===== src/rtl/bpm_pkg.sv =====
// Shared types and constant helpers for the BPM tempo controller.
package bpm_pkg;

  typedef enum logic [2:0] {IDLE, CHECK, ACCUM, DIVIDE, PUBLISH} state_t;

  localparam int FRAC_BITS = 8;

  function automatic int min_iv(input int sample_freq, input int max_bpm);
    return (60 * sample_freq) / max_bpm;
  endfunction

  function automatic int max_iv(input int sample_freq, input int min_bpm);
    return (60 * sample_freq) / min_bpm;
  endfunction

  function automatic logic [31:0] bpm_dividend(input int sample_freq);
    return 32'(60 * sample_freq) << FRAC_BITS;
  endfunction

endpackage


===== src/rtl/seq_divider.sv =====
// Unsigned restoring divider, one quotient bit per cycle, 32-bit dividend.
module seq_divider #(
  parameter int DIVISOR_W = 17
) (
  input  logic                 clk,
  input  logic                 reset_n,
  input  logic                 start,
  input  logic [31:0]          dividend,
  input  logic [DIVISOR_W-1:0] divisor,
  output logic                 busy,
  output logic                 done,
  output logic [31:0]          quotient,
  output logic [DIVISOR_W-1:0] remainder
);

  logic [DIVISOR_W-1:0] dvsr;
  logic [5:0]           iter;
  logic [DIVISOR_W:0]   trial;

  assign trial = {remainder, quotient[31]};

  always_ff @(posedge clk or negedge reset_n) begin
    if (!reset_n) begin
      busy      <= 1'b0;
      done      <= 1'b0;
      quotient  <= '0;
      remainder <= '0;
      dvsr      <= '0;
      iter      <= '0;
    end else begin
      done <= 1'b0;
      if (start && !busy) begin
        quotient  <= dividend;
        remainder <= '0;
        dvsr      <= divisor;
        iter      <= 6'd32;
        busy      <= 1'b1;
      end else if (busy) begin
        if (trial >= {1'b0, dvsr}) begin
          remainder <= DIVISOR_W'(trial - {1'b0, dvsr});
          quotient  <= {quotient[30:0], 1'b1};
        end else begin
          remainder <= trial[DIVISOR_W-1:0];
          quotient  <= {quotient[30:0], 1'b0};
        end
        // down-counter; terminal count ends the divide
        iter <= iter - 6'd1;
        if (iter == 6'd1) begin
          busy <= 1'b0;
          done <= 1'b1;
        end
      end
    end
  end

endmodule


===== src/rtl/bpm_tempo_controller.sv =====
// Range-gates beat intervals, keeps a rolling history and publishes a smoothed Q8.8 BPM.
//  state   | meaning
//  IDLE    | ready for an interval
//  CHECK   | range-gate the registered interval, track rejects
//  ACCUM   | write history slot, update running sum and fill
//  DIVIDE  | run the shared divider on the mean interval
//  PUBLISH | one cycle with bpm_valid high
module bpm_tempo_controller
  import bpm_pkg::*;
#(
  parameter int SAMPLE_FREQ       = 8000,
  parameter int INTERVAL_W        = 17,
  parameter int HIST_DEPTH        = 4,
  parameter int MIN_BPM           = 40,
  parameter int MAX_BPM           = 200,
  parameter int MAX_CONSEC_REJECT = 3
) (
  input  logic                  clk,
  input  logic                  reset_n,
  input  logic                  interval_valid,
  output logic                  interval_ready,
  input  logic [INTERVAL_W-1:0] interval_in,
  output logic                  bpm_valid,
  output logic [15:0]           bpm_q8_8,
  output logic                  bpm_locked,
  output logic                  reject_pulse,
  output logic [7:0]            reject_count
);

  localparam int PW    = $clog2(HIST_DEPTH);
  localparam int SUM_W = INTERVAL_W + PW;
  localparam int FW    = PW + 1;
  localparam int CW    = $clog2(MAX_CONSEC_REJECT + 1);
  localparam logic [INTERVAL_W-1:0] MIN_IV = INTERVAL_W'(min_iv(SAMPLE_FREQ, MAX_BPM));
  localparam logic [INTERVAL_W-1:0] MAX_IV = INTERVAL_W'(max_iv(SAMPLE_FREQ, MIN_BPM));
  localparam logic [31:0]           DIVIDEND = bpm_dividend(SAMPLE_FREQ);

  state_t                state, state_nxt;
  logic [INTERVAL_W-1:0] iv_q;
  logic [INTERVAL_W-1:0] hist [HIST_DEPTH];
  logic [PW-1:0]         wr_ptr;
  logic [FW-1:0]         fill, fill_nxt;
  logic [SUM_W-1:0]      sum, sum_nxt;
  logic [CW-1:0]         consec, consec_nxt;
  logic                  in_range, hist_full, full_after;
  logic [INTERVAL_W-1:0] evicted, divisor;
  logic                  div_start, div_busy, div_done;
  logic [31:0]           div_quo;
  logic [INTERVAL_W-1:0] div_rem_unused;

  assign in_range       = (iv_q >= MIN_IV) && (iv_q <= MAX_IV);
  assign hist_full      = (fill == FW'(HIST_DEPTH));
  assign evicted        = hist_full ? hist[wr_ptr] : '0;
  assign sum_nxt        = sum + SUM_W'(iv_q) - SUM_W'(evicted);
  assign fill_nxt       = hist_full ? fill : fill + FW'(1);
  assign full_after     = (fill_nxt == FW'(HIST_DEPTH));
  assign consec_nxt     = consec + CW'(1);
  assign divisor        = sum[SUM_W-1:PW];
  assign div_start      = (state == DIVIDE) && !div_busy && !div_done;
  assign interval_ready = (state == IDLE);

  seq_divider #(.DIVISOR_W(INTERVAL_W)) u_div (
    .clk      (clk),
    .reset_n  (reset_n),
    .start    (div_start),
    .dividend (DIVIDEND),
    .divisor  (divisor),
    .busy     (div_busy),
    .done     (div_done),
    .quotient (div_quo),
    .remainder(div_rem_unused)
  );

  always_comb begin
    state_nxt = state;
    case (state)
      IDLE:    if (interval_valid && interval_ready) state_nxt = CHECK;
      CHECK:   state_nxt = in_range ? ACCUM : IDLE;
      ACCUM:   state_nxt = full_after ? DIVIDE : IDLE;
      DIVIDE:  if (div_done) state_nxt = PUBLISH;
      PUBLISH: state_nxt = IDLE;
      default: state_nxt = IDLE;
    endcase
  end

  always_ff @(posedge clk or negedge reset_n) begin
    if (!reset_n) state <= IDLE;
    else          state <= state_nxt;
  end

  always_ff @(posedge clk or negedge reset_n) begin
    if (!reset_n) begin
      iv_q         <= '0;
      for (int i = 0; i < HIST_DEPTH; i++) hist[i] <= '0;
      wr_ptr       <= '0;
      fill         <= '0;
      sum          <= '0;
      consec       <= '0;
      bpm_valid    <= 1'b0;
      bpm_q8_8     <= '0;
      bpm_locked   <= 1'b0;
      reject_pulse <= 1'b0;
      reject_count <= '0;
    end else begin
      bpm_valid    <= 1'b0;
      reject_pulse <= 1'b0;
      case (state)
        IDLE: if (interval_valid && interval_ready) iv_q <= interval_in;
        CHECK: begin
          if (in_range) begin
            consec <= '0;
          end else begin
            reject_pulse <= 1'b1;
            if (reject_count != 8'hFF) reject_count <= reject_count + 8'd1;
            if (consec_nxt == CW'(MAX_CONSEC_REJECT)) begin
              for (int i = 0; i < HIST_DEPTH; i++) hist[i] <= '0;
              wr_ptr     <= '0;
              fill       <= '0;
              sum        <= '0;
              consec     <= '0;
              bpm_locked <= 1'b0;
            end else begin
              consec <= consec_nxt;
            end
          end
        end
        ACCUM: begin
          hist[wr_ptr] <= iv_q;
          wr_ptr       <= wr_ptr + PW'(1);
          sum          <= sum_nxt;
          fill         <= fill_nxt;
        end
        // result registered on entry to PUBLISH so the pulse lines up with that state
        DIVIDE: if (div_done) begin
          bpm_q8_8   <= (div_quo[31:16] != 16'd0) ? 16'hFFFF : div_quo[15:0];
          bpm_valid  <= 1'b1;
          bpm_locked <= 1'b1;
        end
        default: ;
      endcase
    end
  end

endmodule

===== config.mk =====
export PLATFORM = sky130hd
export DESIGN_NAME = bpm_tempo_controller
export DESIGN_NICKNAME = d
export VERILOG_FILES = /design/src/rtl/bpm_pkg.sv /design/src/rtl/seq_divider.sv /design/src/rtl/bpm_tempo_controller.sv
export SDC_FILE = /design/constraint.sdc
export NUM_CORES = 1
export LEC_CHECK = 0
export CAP_MARGIN = 20
export CORE_MARGIN = 5
export CORE_UTILIZATION = 30
export DETAILED_ROUTE_END_ITERATION = 10
export PLACE_DENSITY = 0.53
export SLEW_MARGIN = 20
export SYNTH_ARGS = -nofsm -noshare
export SYNTH_HDL_FRONTEND = slang
export SYNTH_SLANG_ARGS = --single-unit

===== constraint.sdc =====
create_clock -name clk -period 6.1 [get_ports clk]
set_clock_uncertainty 0.1 [all_clocks]
set_input_delay 1.22 -clock clk [delete_from_list [all_inputs] [get_ports clk]]
set_output_delay 1.22 -clock clk [all_outputs]
set_load 0.1 [all_outputs]

Word-level counts from Yosys, hierarchy flattened
Cells that the tools add are included.
{"block": "word_totals", "register_bits": 215, "latchBits": 0, "mem_bits_rw": 0, "romBits": 0, "in_bits": 20, "output_inout_bits": 28, "elab_cells": 117, "n_memories": 0}
{"block": "classes", "add_sub_neg": 8, "mul": 0, "div": 0, "magnitude_cmp": 5, "eq_ne": 12, "shifts": 0, "n_mux": 50, "bitwise_logic": 2, "reduce_logical": 19}
{"op": "two-way mux 68 bit", "count": 2}
{"op": "one-hot mux 68 bit (2 select lines)", "count": 1}
{"op": "two-way mux 17 bit", "count": 7}
{"op": "bitwise mux 68 bit", "count": 1}
{"op": "two-way mux 32 bit", "count": 2}
{"op": "two-way mux 19 bit", "count": 2}
{"op": "one-hot mux 19 bit (2 select lines)", "count": 1}
{"op": "binary-select mux 17 bit (select 2 bit)", "count": 1}
{"op": "demux 17 bit (select 2 bit)", "count": 1}
{"op": "adder 19 x 17 -> 19 bit", "count": 1}
{"op": "subtractor 19 x 17 -> 19 bit", "count": 1}
{"op": ">= comparator 18 x 17 -> 1 bit", "count": 1}
{"op": ">= comparator 17 x 12 -> 1 bit, second input constant", "count": 1}
{"op": "<= comparator 17 x 14 -> 1 bit, second input constant", "count": 1}
{"op": "subtractor 17 bit", "count": 1}
{"op": "two-way mux 16 bit", "count": 1}
{"op": "nonzero test 16 bit", "count": 1}
{"op": "two-way mux 3 bit", "count": 5}
{"op": "two-way mux 1 bit", "count": 14}
{"op": "two-way mux 2 bit", "count": 6}
{"op": "two-way mux 6 bit", "count": 2}
{"op": "one-hot mux 3 bit (4 select lines)", "count": 1}
{"op": "adder 8 x 1 -> 8 bit, second input constant", "count": 1}
{"op": "!= test 8 bit, second input constant", "count": 1}
{"op": "other kinds (24)", "count": 40}

Longest topological paths before layout
{"block": "logic_depth", "word_depth": 7, "mapped_depth": 17, "depth_no_buf": 16}

Modules after synthesis
A second synthesis with hierarchy kept.
{"block": "hier_totals", "hier_cells": 1158, "hier_area_um2": 12050.3}
{"mod": "bpm_tempo_controller", "n_inst": 1, "cells_per_inst": 702, "area_each_um2": 7719.9, "seq_area_each_um2": 3528.4}
{"mod": "seq_divider", "n_inst": 1, "cells_per_inst": 456, "area_each_um2": 4330.4, "seq_area_each_um2": 1851.8}

Worst setup path after synthesis
No wires, ideal clock.
{"block": "synth_path", "path_type": "register to register", "start": "reg wr_ptr[0]", "end": "reg sum[17]", "setup_time_ps": 133, "t_arrival_ps": 3922, "required_ps": 5867, "slack_ps": 1945, "path_stages_with_launch": 13, "path_buffers": 1, "period_less_slack_ps": 4155, "path_cell_list": "dfrtp_1 -> clkbuf_1 -> mux4_2 -> nor2b_1 -> fa_1 -> inv_1 -> ha_1 -> or2_2 -> or4_1 -> a211o_1 -> a31oi_1 -> xor2_1 -> o21ai_0"}
{"block": "synth_via", "elab_chain_cells": 7}
{"item": "from (decl)", "line_no": "bpm_tempo_controller.sv:41", "text": "logic [PW-1:0] wr_ptr;"}
{"item": "from (signal assigned)", "line_no": "bpm_tempo_controller.sv:129", "text": "wr_ptr <= wr_ptr + PW'(1);"}
{"item": "inverter 2 -> 3 bit (not written as such)", "line_no": "bpm_tempo_controller.sv:53", "text": "assign evicted = hist_full ? hist[wr_ptr] : '0;"}
{"item": "binary-select mux 17 bit (select 2 bit)", "line_no": "bpm_tempo_controller.sv:53"}
{"item": "two-way mux 17 bit (not written as such) (2 in a row)", "line_no": "bpm_tempo_controller.sv:53"}
{"item": "two-way mux 17 bit", "line_no": "bpm_tempo_controller.sv:53"}
{"item": "subtractor 19 x 17 -> 19 bit", "line_no": "bpm_tempo_controller.sv:54", "text": "assign sum_nxt = sum + SUM_W'(iv_q) - SUM_W'(evicted);"}
{"item": "one-hot mux 19 bit (2 select lines)", "line_no": "bpm_tempo_controller.sv:107", "text": "case (state)"}
{"item": "to (signal assigned)", "line_no": "bpm_tempo_controller.sv:130", "text": "sum <= sum_nxt;"}
{"item": "to (decl)", "line_no": "bpm_tempo_controller.sv:43", "text": "logic [SUM_W-1:0] sum, sum_nxt;"}
Every way passes these cells. The select of a mux whose other input is x is not followed.
A chain may end at the register's enable or synchronous reset.

Final worst setup path
{"block": "layout_path", "start": "reg wr_ptr[0]", "end": "reg sum[18]"}
Same word-level chain as after synthesis.

==> out/results.ini <==
[run_status]
status = complete, no violations

[setup_path]
required_ns = 6.44
startpoint_type = register
crit_fanout = 12
end_kind = register
critPathTopFamily = compound AO/OA/AOI/OAI gates
max_stage_delay_ns = 0.72
slowest_stage = dfrtp_1
rrSetupSlack_ns = 1.65
path_cells = buf_4 -> mux4_2 -> nor2b_1 -> fa_1 -> inv_1 -> ha_1 -> and2_1 -> a221oi_1 -> o21ai_0 -> o22ai_1 -> a21oi_1 -> or4_1 -> nand3_1
cp.buffers_inverters = 2
path_class = register to register
cp.arrival_ns = 4.80

[routing]
wl_per_cell_microns = 16.4
drt_iter0_drc = 470
drc = 0
routed_wl_mm = 25.5
drt_pass1_iterations = 5
ant_nets = 0
routed_via_density = 5.00
vias = 7765

[sta]
setup_viol = 0
fin_crit_ns = 4.45
slew_violations = 0
slew_headroom_pct = 29.4
rsz0062_at_grt = false
post-route-period-util_pct = 73.0
fmax_ghz = 0.225
hold_violations = 0
tns_ns = 0
worst_pin_slew_ns = 1.06

[synth]
syn_nets = 1121
synth_seq_cells = 215
syn_area_sq_um = 11100
yosysSeqAreaShare_pct = 48.4
synth.distinct_cells = 57
synth_edf_count = 0
synth_top_flop_cell = dfrtp_1
ys_warn_count = 0
syn_area_per_cell_sq_um = 10.7
ys_async_sr_fraction_pct = 100
syn-instance-count = 1038

[placement]
gp_congestion = 0.813
hpwl_mm = 17.5
io_buffers = 47

[clocking]
clockBufferDepth = 3
cts_buffers = 24
cts_sinks = 215
post_cts_resized = 0
cts_tree = built
cts-root-buf = clkbuf_16
post-cts-setup-buffer-count = 0
ctsHoldBuffers = 0
clk_transition_reported_paths_ns = 0.06
clock_latency_ns = 0.51
htreeDepth = 1

[global_route]
grt_pass1_vias = 7839
grt_pass1_wl_mm = 42.6
grt_use_total_pct = 12.4
antenna_found_initial = 0
gr-total-overflow = 0
grt_max_degree = 114

[die]
die_area_sq_um = 41000
die_w_microns = 202
die_h_microns = 202
core_area_sq_um = 36600
rows = 70
start_util_pct = 30.3
boundaryPins = 48

[finish]
areaGrowthSynthToFinish_pct = 15.8
layout-drive-gt1-share_pct = 7.66
final_common_cell = dfrtp_1
final_cell_mix = 214 x dfrtp_1, 108 x inv_1, 94 x a22o_1, 92 x nand2_1, 80 x o21ai_0
nets = 1151
antenna_cells = 0

[pwr]
powerDensity_nw_per_um2 = 615
peakVddDrop_mv = 0.239
finalPower_w = 0.00791
leakage_nw = 5.81

[worst_hold_path]
hp-class = register to register

[flow_run]
cap_viol_max_count = 0

==> worst reg2reg max path, delay by kind of cell, from the launching register on <==
kind                       cells  cell delay [ns]
adders and majority gates      2             0.86
muxes                          1             0.54
buffers and inverters          2             0.40
AOI/OAI and AO/OA              4             0.91
DFF                            1             0.72
and+or+nand+nor                4             0.86
==> through the flow <==
stage               hold slack [ns]  worst slack (ns)  util [%]  cell area [sq um]  std cells
floorplan                     0.335              1.95         -              11100       1038
global placement              0.352              1.76      32.9              12000       1510
detailed placement            0.357              1.66      32.9              12000       1510
CTS                           0.366              1.64      35.1              12900       1552
global route                  0.393              1.33      35.1              12900       1552
finish                        0.371              1.65      35.1              12900       1552
==> cell type report <==
cell class | instances | area (sq um)
fill | 3656 | 23700
timing repair buffer | 54 | 541
clock buffer | 35 | 733
tap | 468 | 586
clock inverter | 7 | 95.1
multi-input combinational | 665 | 5120
inverter | 108 | 405
sequential | 215 | 5380
==> worst paths after layout <==
check	from	end	cells past startpoint
setup / recovery	wr_ptr[0]	sum[18]	13
hold / removal	u_div.iter[5]	u_div.iter[5]	1
setup reg to reg	wr_ptr[0]	sum[18]	13
hold reg to reg	u_div.iter[5]	u_div.iter[5]	1
max in group asynchronous	reset_n	hist[50]	2
min in group asynchronous	reset_n	u_div.quotient[6]	1
==> layer usage <==
metal / share of wire [%] / vias to the layer above / global-route usage (%)
met2: 46 / 112 / 20.0
met4: 1.6 / 0 / 2.52
li1: - / 3772 / -
met3: 3.4 / 25 / 1.72
met5: 0 / - / 0
met1: 49 / 3856 / 17.8
==> cells by family after synthesis <==
| group | synth area share [%] |
|---|---|
| compound gates | 20.8 |
| simple gates | 9.98 |
| flops | 48.4 |
| buf+inv | 5.66 |
| fa+ha+maj | 8.31 |
| xor+xnor | 2.68 |
| mux | 4.09 |
==> synth_stat cells (5+ instances only) <==
cell type  instances  area, sq um
fa_1              18          360
and3_1            10         62.6
ha_1              45          563
nand4_1            6         37.5
a32oi_1            9         78.8
dfrtp_1          215         5380
o21ai_0           80          400
a21oi_1           34          170
inv_1            108          405
nand2_1           92          345
nor2b_1           28          175
mux4_2            17          383
xnor2_1           16          140
a21o_1            12         90.1
clkbuf_1          36          135
mux2_2             5         56.3
nor3_1             7         35.0
nor4_1             5         31.3
o31ai_1            5         37.5
nand3_1           24          120
a31oi_1            8         50.1
xor2_1            18          158
o22a_1            16          140
a22o_1            94          823
buf_1              6         22.5
o211ai_1           7         52.6
nor2_1            27          101
nand2b_1           9         56.3
and2_1            11         68.8
==> report_power, final <==
group / total [W] / leakage, nW / internal [W] / switching [W]
Clock: 0.00149 / 0.406 / 0.000915 / 0.000576
Combinational: 0.00407 / 2.56 / 0.00165 / 0.00242
Sequential: 0.00235 / 2.84 / 0.00190 / 0.000446
==> state kept, by name, summed over array words and instances (netlist names), 2 cells and up <==
register and cells:
u_div.dvsr 17, u_div.iter 6, consec 2, u_div.quotient 32, bpm_q8_8 16, hist 68, u_div.remainder 17, iv_q 17
state 3, reject_count 8, wr_ptr 2, fill 3, sum 19
Power figures use the tool's default switching activity.
